File: src/rtl/cpu_pkg.sv
// Shared definitions for the SPI memory controller: command opcodes, access
// size encodings, controller state type and small helper functions.
package cpu_pkg;

  localparam logic [7:0] SPI_CMD_READ  = 8'h03;
  localparam logic [7:0] SPI_CMD_WRITE = 8'h02;

  localparam logic [1:0] SIZE_BYTE = 2'd0;
  localparam logic [1:0] SIZE_HALF = 2'd1;
  localparam logic [1:0] SIZE_WORD = 2'd2;

  typedef enum logic [1:0] {
    IDLE   = 2'd0,
    SHIFT  = 2'd1,
    FINISH = 2'd2
  } spi_state_t;

  // Index of the final bit of a transfer: 32 command/address bits plus the
  // data bytes, counted from zero. Size 3 behaves like a word access.
  function automatic logic [5:0] last_bit_idx(input logic [1:0] size);
    case (size)
      SIZE_BYTE: last_bit_idx = 6'd39;
      SIZE_HALF: last_bit_idx = 6'd47;
      default:   last_bit_idx = 6'd63;
    endcase
  endfunction

  // Bytes arrive in stream order (byte 0 first, each MSB-first), so the
  // receive shifter holds byte 0 in its highest used byte. Reorder into a
  // right-justified little-endian word with unused upper bytes zero.
  function automatic logic [31:0] rx_to_le(input logic [31:0] rx,
                                           input logic [1:0]  size);
    case (size)
      SIZE_BYTE: rx_to_le = {24'h0, rx[7:0]};
      SIZE_HALF: rx_to_le = {16'h0, rx[7:0], rx[15:8]};
      default:   rx_to_le = {rx[7:0], rx[15:8], rx[23:16], rx[31:24]};
    endcase
  endfunction

endpackage

File: src/rtl/spi_clk_gen.sv
// SPI clock generator: while enabled, holds sclk low then high for SCLK_HALF
// clk cycles each, and flags the clk edge on which sclk will rise or fall.
// When disabled, sclk returns to its idle-low level.
module spi_clk_gen #(
  parameter int SCLK_HALF = 1
) (
  input  logic clk,
  input  logic rst_n,
  input  logic en,
  output logic sclk,
  output logic rise,
  output logic fall
);

  localparam int CNT_W = (SCLK_HALF > 1) ? $clog2(SCLK_HALF) : 1;
  localparam logic [CNT_W-1:0] CNT_LAST = CNT_W'(SCLK_HALF - 1);

  logic [CNT_W-1:0] r_cnt;
  logic             r_sclk;
  logic             w_phase_end;

  assign w_phase_end = en && (r_cnt == CNT_LAST);
  assign rise        = w_phase_end && !r_sclk;
  assign fall        = w_phase_end && r_sclk;
  assign sclk        = r_sclk;

  // Half-period counter; sclk toggles at the end of each phase.
  // NOTE: sequential state uses non-blocking assignments so every flop
  // samples pre-edge values regardless of block ordering.
  always_ff @(posedge clk or negedge rst_n) begin
    if (!rst_n) begin
      r_cnt  <= '0;
      r_sclk <= 1'b0;
    end else if (!en) begin
      r_cnt  <= '0;
      r_sclk <= 1'b0;
    end else if (w_phase_end) begin
      r_cnt  <= '0;
      r_sclk <= ~r_sclk;
    end else begin
      r_cnt  <= r_cnt + 1'b1;
    end
  end

endmodule

File: src/rtl/spi_mem_ctrl.sv
// SPI mode-0 memory controller: one read (0x03) or write (0x02) per request,
// sending command, 24-bit address and 1/2/4 data bytes, with little-endian
// data assembly towards the core.
module spi_mem_ctrl
  import cpu_pkg::*;
#(
  parameter int SCLK_HALF = 1
) (
  input  logic        clk,
  input  logic        rst_n,
  input  logic        start,
  input  logic        write_en,
  input  logic [1:0]  size,
  input  logic [23:0] address,
  input  logic [31:0] wdata,
  output logic [31:0] rdata,
  output logic        busy,
  output logic        done,
  output logic        sclk,
  output logic        mosi,
  output logic        cs_n,
  input  logic        miso
);

  spi_state_t  r_state, w_next_state;
  logic [63:0] r_shift;
  logic [31:0] r_rx;
  logic [31:0] r_rdata;
  logic [5:0]  r_bit_cnt;
  logic [5:0]  r_last_bit;
  logic        r_we;
  logic [1:0]  r_size;

  logic        w_sclk_en;
  logic        w_rise;
  logic        w_fall;
  logic        w_last;
  logic        w_accept;
  logic [31:0] w_wdata_stream;

  assign w_sclk_en = (r_state == SHIFT);
  assign w_accept  = (r_state == IDLE) && start;
  assign w_last    = w_fall && (r_bit_cnt == r_last_bit);

  // Write bytes go out byte 0 first; read transfers clock out zeros.
  assign w_wdata_stream = write_en ? {wdata[7:0], wdata[15:8], wdata[23:16], wdata[31:24]}
                                   : 32'h0;

  spi_clk_gen #(.SCLK_HALF(SCLK_HALF)) u_clk_gen (
    .clk   (clk),
    .rst_n (rst_n),
    .en    (w_sclk_en),
    .sclk  (sclk),
    .rise  (w_rise),
    .fall  (w_fall)
  );

  // State register.
  always_ff @(posedge clk or negedge rst_n) begin
    if (!rst_n) r_state <= IDLE;
    else        r_state <= w_next_state;
  end

  // Next-state logic.
  // NOTE: the default assignment first keeps every path driven, so no latch
  // is inferred.
  always_comb begin
    w_next_state = r_state;
    case (r_state)
      IDLE:    if (start)  w_next_state = SHIFT;
      SHIFT:   if (w_last) w_next_state = FINISH;
      FINISH:  w_next_state = IDLE;
      default: w_next_state = IDLE;
    endcase
  end

  // Transaction capture, bit shifting and read-data assembly.
  always_ff @(posedge clk or negedge rst_n) begin
    if (!rst_n) begin
      r_shift    <= '0;
      r_rx       <= '0;
      r_rdata    <= '0;
      r_bit_cnt  <= '0;
      r_last_bit <= '0;
      r_we       <= 1'b0;
      r_size     <= SIZE_BYTE;
    end else if (w_accept) begin
      r_we       <= write_en;
      r_size     <= size;
      r_last_bit <= last_bit_idx(size);
      r_bit_cnt  <= '0;
      r_shift    <= {(write_en ? SPI_CMD_WRITE : SPI_CMD_READ), address, w_wdata_stream};
    end else if (r_state == SHIFT) begin
      if (w_rise) r_rx <= {r_rx[30:0], miso};
      if (w_fall) begin
        r_shift   <= {r_shift[62:0], 1'b0};
        r_bit_cnt <= r_bit_cnt + 6'd1;
      end
      // The final rising edge precedes the final falling edge, so the
      // receive shifter is complete here and rdata is valid alongside done.
      if (w_last && !r_we) r_rdata <= rx_to_le(r_rx, r_size);
    end
  end

  assign mosi  = (r_state == SHIFT) && r_shift[63];
  assign cs_n  = (r_state != SHIFT);
  assign busy  = (r_state == SHIFT);
  assign done  = (r_state == FINISH);
  assign rdata = r_rdata;

endmodule
File: config.mk
export PLATFORM = sky130hd
export DESIGN_NAME = spi_mem_ctrl
export DESIGN_NICKNAME = d
export VERILOG_FILES = /design/src/rtl/cpu_pkg.sv /design/src/rtl/spi_clk_gen.sv /design/src/rtl/spi_mem_ctrl.sv
export SDC_FILE = /design/constraint.sdc
export NUM_CORES = 1
export LEC_CHECK = 0
export ABC_AREA = 1
export BUFFER_PORTS_ARGS = -buffer_cell sky130_fd_sc_hd__clkbuf_2
export CORE_ASPECT_RATIO = 1.5
export CORE_UTILIZATION = 49
export DETAILED_ROUTE_END_ITERATION = 6
export GPL_ROUTABILITY_DRIVEN = 0
export PLACE_DENSITY = 0.71
export SYNTH_ARGS = -nofsm -noshare
export SYNTH_HDL_FRONTEND = slang
export SYNTH_SLANG_ARGS = --single-unit
export TNS_END_PERCENT = 1
File: constraint.sdc
create_clock -name clk -period 2.9 [get_ports clk]
set_input_delay 0.58 -clock clk [delete_from_list [all_inputs] [get_ports clk]]
set_output_delay 0.58 -clock clk [all_outputs]
set_load 0.03 [all_outputs]
==> summary.md <==
| Metric | Value |
|---|---|
| Cells after synthesis | `765` |
| Sum Neg Setup Slack | `0 ps` |
| Main flop type after synthesis | `dfrtp_1` |
| Internal power | `5.45 mW` |
| Htree depth | `4` |
| Final hold slack | `105 ps` |
| Leakage | `4.04 nW` |
| Final WL | `14400 um` |
| Drt pass-1 iters | `4` |
| Worst hold-check path type | `primary input to asynchronous set/reset pin` |
| Die ar. | `13700 um2` |
| Worst Max-Slew Pin Slew | `692 ps` |
| Fin cells | `1024` |
| Finished Cell Area | `7760 um2` |
| Clk buf depth | `2` |
| Global-route wire length before repair | `24000 um` |
| Ant. Diodes | `0` |
| Most frequent cell after synthesis | `nand2_1` |
| CTS tree | `yes` |
| Final period util | `70.5%` |
| Synthesis Warnings | `0` |
| Dpl cells | `992` |
| Core area | `13000 um2` |
| Syn_area_per_cell | `8.49 um2` |
| Fin. max-slew vios | `0` |
| Max Fclk | `489 MHz` |
| Row cnt | `51` |
| GRT busiest layer | `met2` |
| Chip Height | `143 um` |
| Postcts setup bufs | `0` |
| Initial antenna violation count | `0` |
| Clock buffer count from CTS | `17` |
| Total congestion overflow | `0` |
| CP cell instances | `inv_2 -> nor2_4 -> nand3_4 -> nand2_2 -> buf_12 -> nor2_1 -> a31oi_1` |
| Switching power total | `3.18 mW` |
| Pwr/cell area | `1110 nW/um2` |
| RSZ-0062 raised after global routing | `false` |
| Reg2Reg Depth | `7` |
| Flop-to-flop setup slack | `860 ps` |
| Vias | `5369` |
| Final Setup Violations | `0` |
| Fraction of registers with async set/reset | `100%` |
| Number of flops mapped to enable cells by yosys | `0` |
| Top cells by area, synth | `dfrtp_1, nand2_1, inv_1, nand4_1, o211ai_1` |
| Post-CTS sizing | `0` |
| Worst-Skew Late Latency | `420 ps` |
| Synthesized area | `6500 um2` |
| DRT iter0 DRCs | `228` |
| Root Buffer | `clkbuf_16` |
| Initial Util | `50.1%` |
| Critical path class | `flip-flop to flip-flop` |
| Area Overhead vs Synth | `19.5%` |
| Worst setup SP type | `flip-flop` |
| Fraction of layout cells with a size suffix above 1 | `18.8%` |
| Layout Skew | `7.11 ps` |
| Max-slew headroom | `53.8%` |
| Number of global-route vias before repair | `5086` |
| Dpl hpwl | `9540 um` |
| I/O Buffers | `99` |
| Final Critical Period | `2040 ps` |
| Comb pwr share | `31.5%` |
| Number of fill cells | `1157` |
| Hold-fix buffer count after cts | `0` |
| Sequential area share after synthesis | `55.5%` |
| Sequential share of power | `39.6%` |
| Top cells by count, synth | `nand2_1, dfrtp_1, inv_1, nor2_1, nand4_1` |
| Post-synth cell types | `34` |
| Status | `completed` |
| Post-route antenna net violation count | `0` |
| Slowest cell on crit path | `nand2_2` |
| Avg WL per Cell | `14.1 um` |
| Leading area contributor after synthesis | `dfrtp_1` |
| Crit end category | `flip-flop` |
| Placed cell area | `7080 um2` |
| Final net count | `916` |
| CP max stage delay | `480 ps` |
| GR Util All Layers | `22.8%` |
| Maximum fanout along the worst path | `58` |
| M2 GR Usage | `37.2%` |
| GR met1 Demand/Resource | `28.6%` |
| Vias/cell | `5.24` |
| Largest net degree at the start of global routing | `59` |
| Final Hold Fails | `0` |
| Clk sink count | `144` |
| Net Sw Frac | `36.9%` |
| Arrival @ worst endpoint | `2370 ps` |
| Clock-pin slew on the worst setup and hold paths | `60 ps` |
| Remaining DRCs | `0` |
| Mapped Nets | `829` |
| Clk network pwr share | `28.9%` |
| Chip width | `96.0 um` |
| Yosys reg bits | `144` |
| Maxcap violations | `0` |
| Area share of the largest cell type after synthesis | `55.5%` |
| IO Pins | `100` |
| Met3 Use GR | `5.43%` |
| Critical path required time | `3230 ps` |
| VDD IR-drop max | `0.666 mV` |
[critical path: cells and delay by family, from the launching register on]
kind	cells	cell delay (ps)
and+or+nand+nor	4	1010
AOI/OAI and AO/OA	1	160
DFF	1	390
buffers and inverters	2	370
[state kept, by name, summed over array words and instances, names as in the netlist]
name	count
r_rx	32
r_bit_cnt	6
rdata	32
u_clk_gen.r_cnt	1
u_clk_gen.sclk	1
r_state	2
r_size	2
r_shift	64
r_last_bit	3
r_we	1
[power by group through the flow]
stage | sequential, mW | clock [mW] | combinational [mW]
2_1_floorplan | 3.51 | 0 | 1.89
3_3_place_gp | 3.41 | 0 | 2.65
3_5_place_dp | 3.43 | 0 | 2.72
4_1_cts | 3.41 | 2.53 | 2.75
5_1_grt | 3.52 | 2.62 | 3.11
6_report | 3.42 | 2.50 | 2.71
[worst paths after layout]
check / from / to
min reg2reg: rdata[6]$_DFFE_PN0P_ / rdata[6]$_DFFE_PN0P_
max in group asynchronous: rst_n / r_shift[21]$_DFFE_PN0P_
min in group clk: wdata[24] / r_shift[0]$_DFFE_PN0P_
max: r_state[0]$_DFFE_PN0P_ / r_shift[4]$_DFFE_PN0P_
min: rst_n / rdata[8]$_DFFE_PN0P_
max reg2reg: r_state[0]$_DFFE_PN0P_ / r_shift[4]$_DFFE_PN0P_
[placed cells by master (no fill, tap or decap), types with 3 or more instances in the layout]
cell	synthesis	layout
inv_1	67	67
o31ai_1	3	3
o22ai_1	8	8
clkbuf_16	0	17
nand4_1	34	34
clkinv_2	0	4
clkbuf_8	0	3
bufinv_16	0	6
buf_4	6	11
dfrtp_1	144	144
nor2_1	51	50
a31oi_1	28	28
inv_2	5	5
nand2_2	3	3
nand2_1	273	273
o211ai_1	27	27
o21ai_1	4	4
clkbuf_2	1	98
a21oi_1	11	11
nand3_1	16	16
o21ai_0	29	29
[per-layer routing]
metal | wire length (um) | vias to the layer above
li1 | - | 2660
met1 | 6100 | 2529
met2 | 7210 | 153
met3 | 701 | 27
met4 | 389 | 0
met5 | 0 | -
[through the flow]
step	power, mW	setup WS, ps	utilization (%)
detailed placement	6.15	823	54.7
global placement	6.06	906	54.7
finish	8.63	856	59.9
global route	9.25	648	59.9
floorplan	5.40	1230	-
CTS	8.70	818	59.9
[logic make-up after synthesis]
kind of cell,Yosys count,share of synthesized area (%)
AO/OA/AOI/OAI,110,10.3
AND/OR/NAND/NOR,387,25.3
adder cells (fa/ha/maj),1,0.193
XOR/XNOR,3,0.405
multiplexers,2,0.347
other,1,0.0577
flip-flops,144,55.5
buffers and inverters,117,7.92
[layout make-up]
class                      count  area [um2]  area share, %
clock buffer                  21         470           6.06
inverter                      73         274           3.53
sequential                   144        3600           46.4
clock inverter                11         208           2.68
multi-input combinational    504        2380           30.7
tap                          159         199           2.56
timing repair buffer         112         624           8.05
Note: power is estimated with default switching activity, not from simulation.
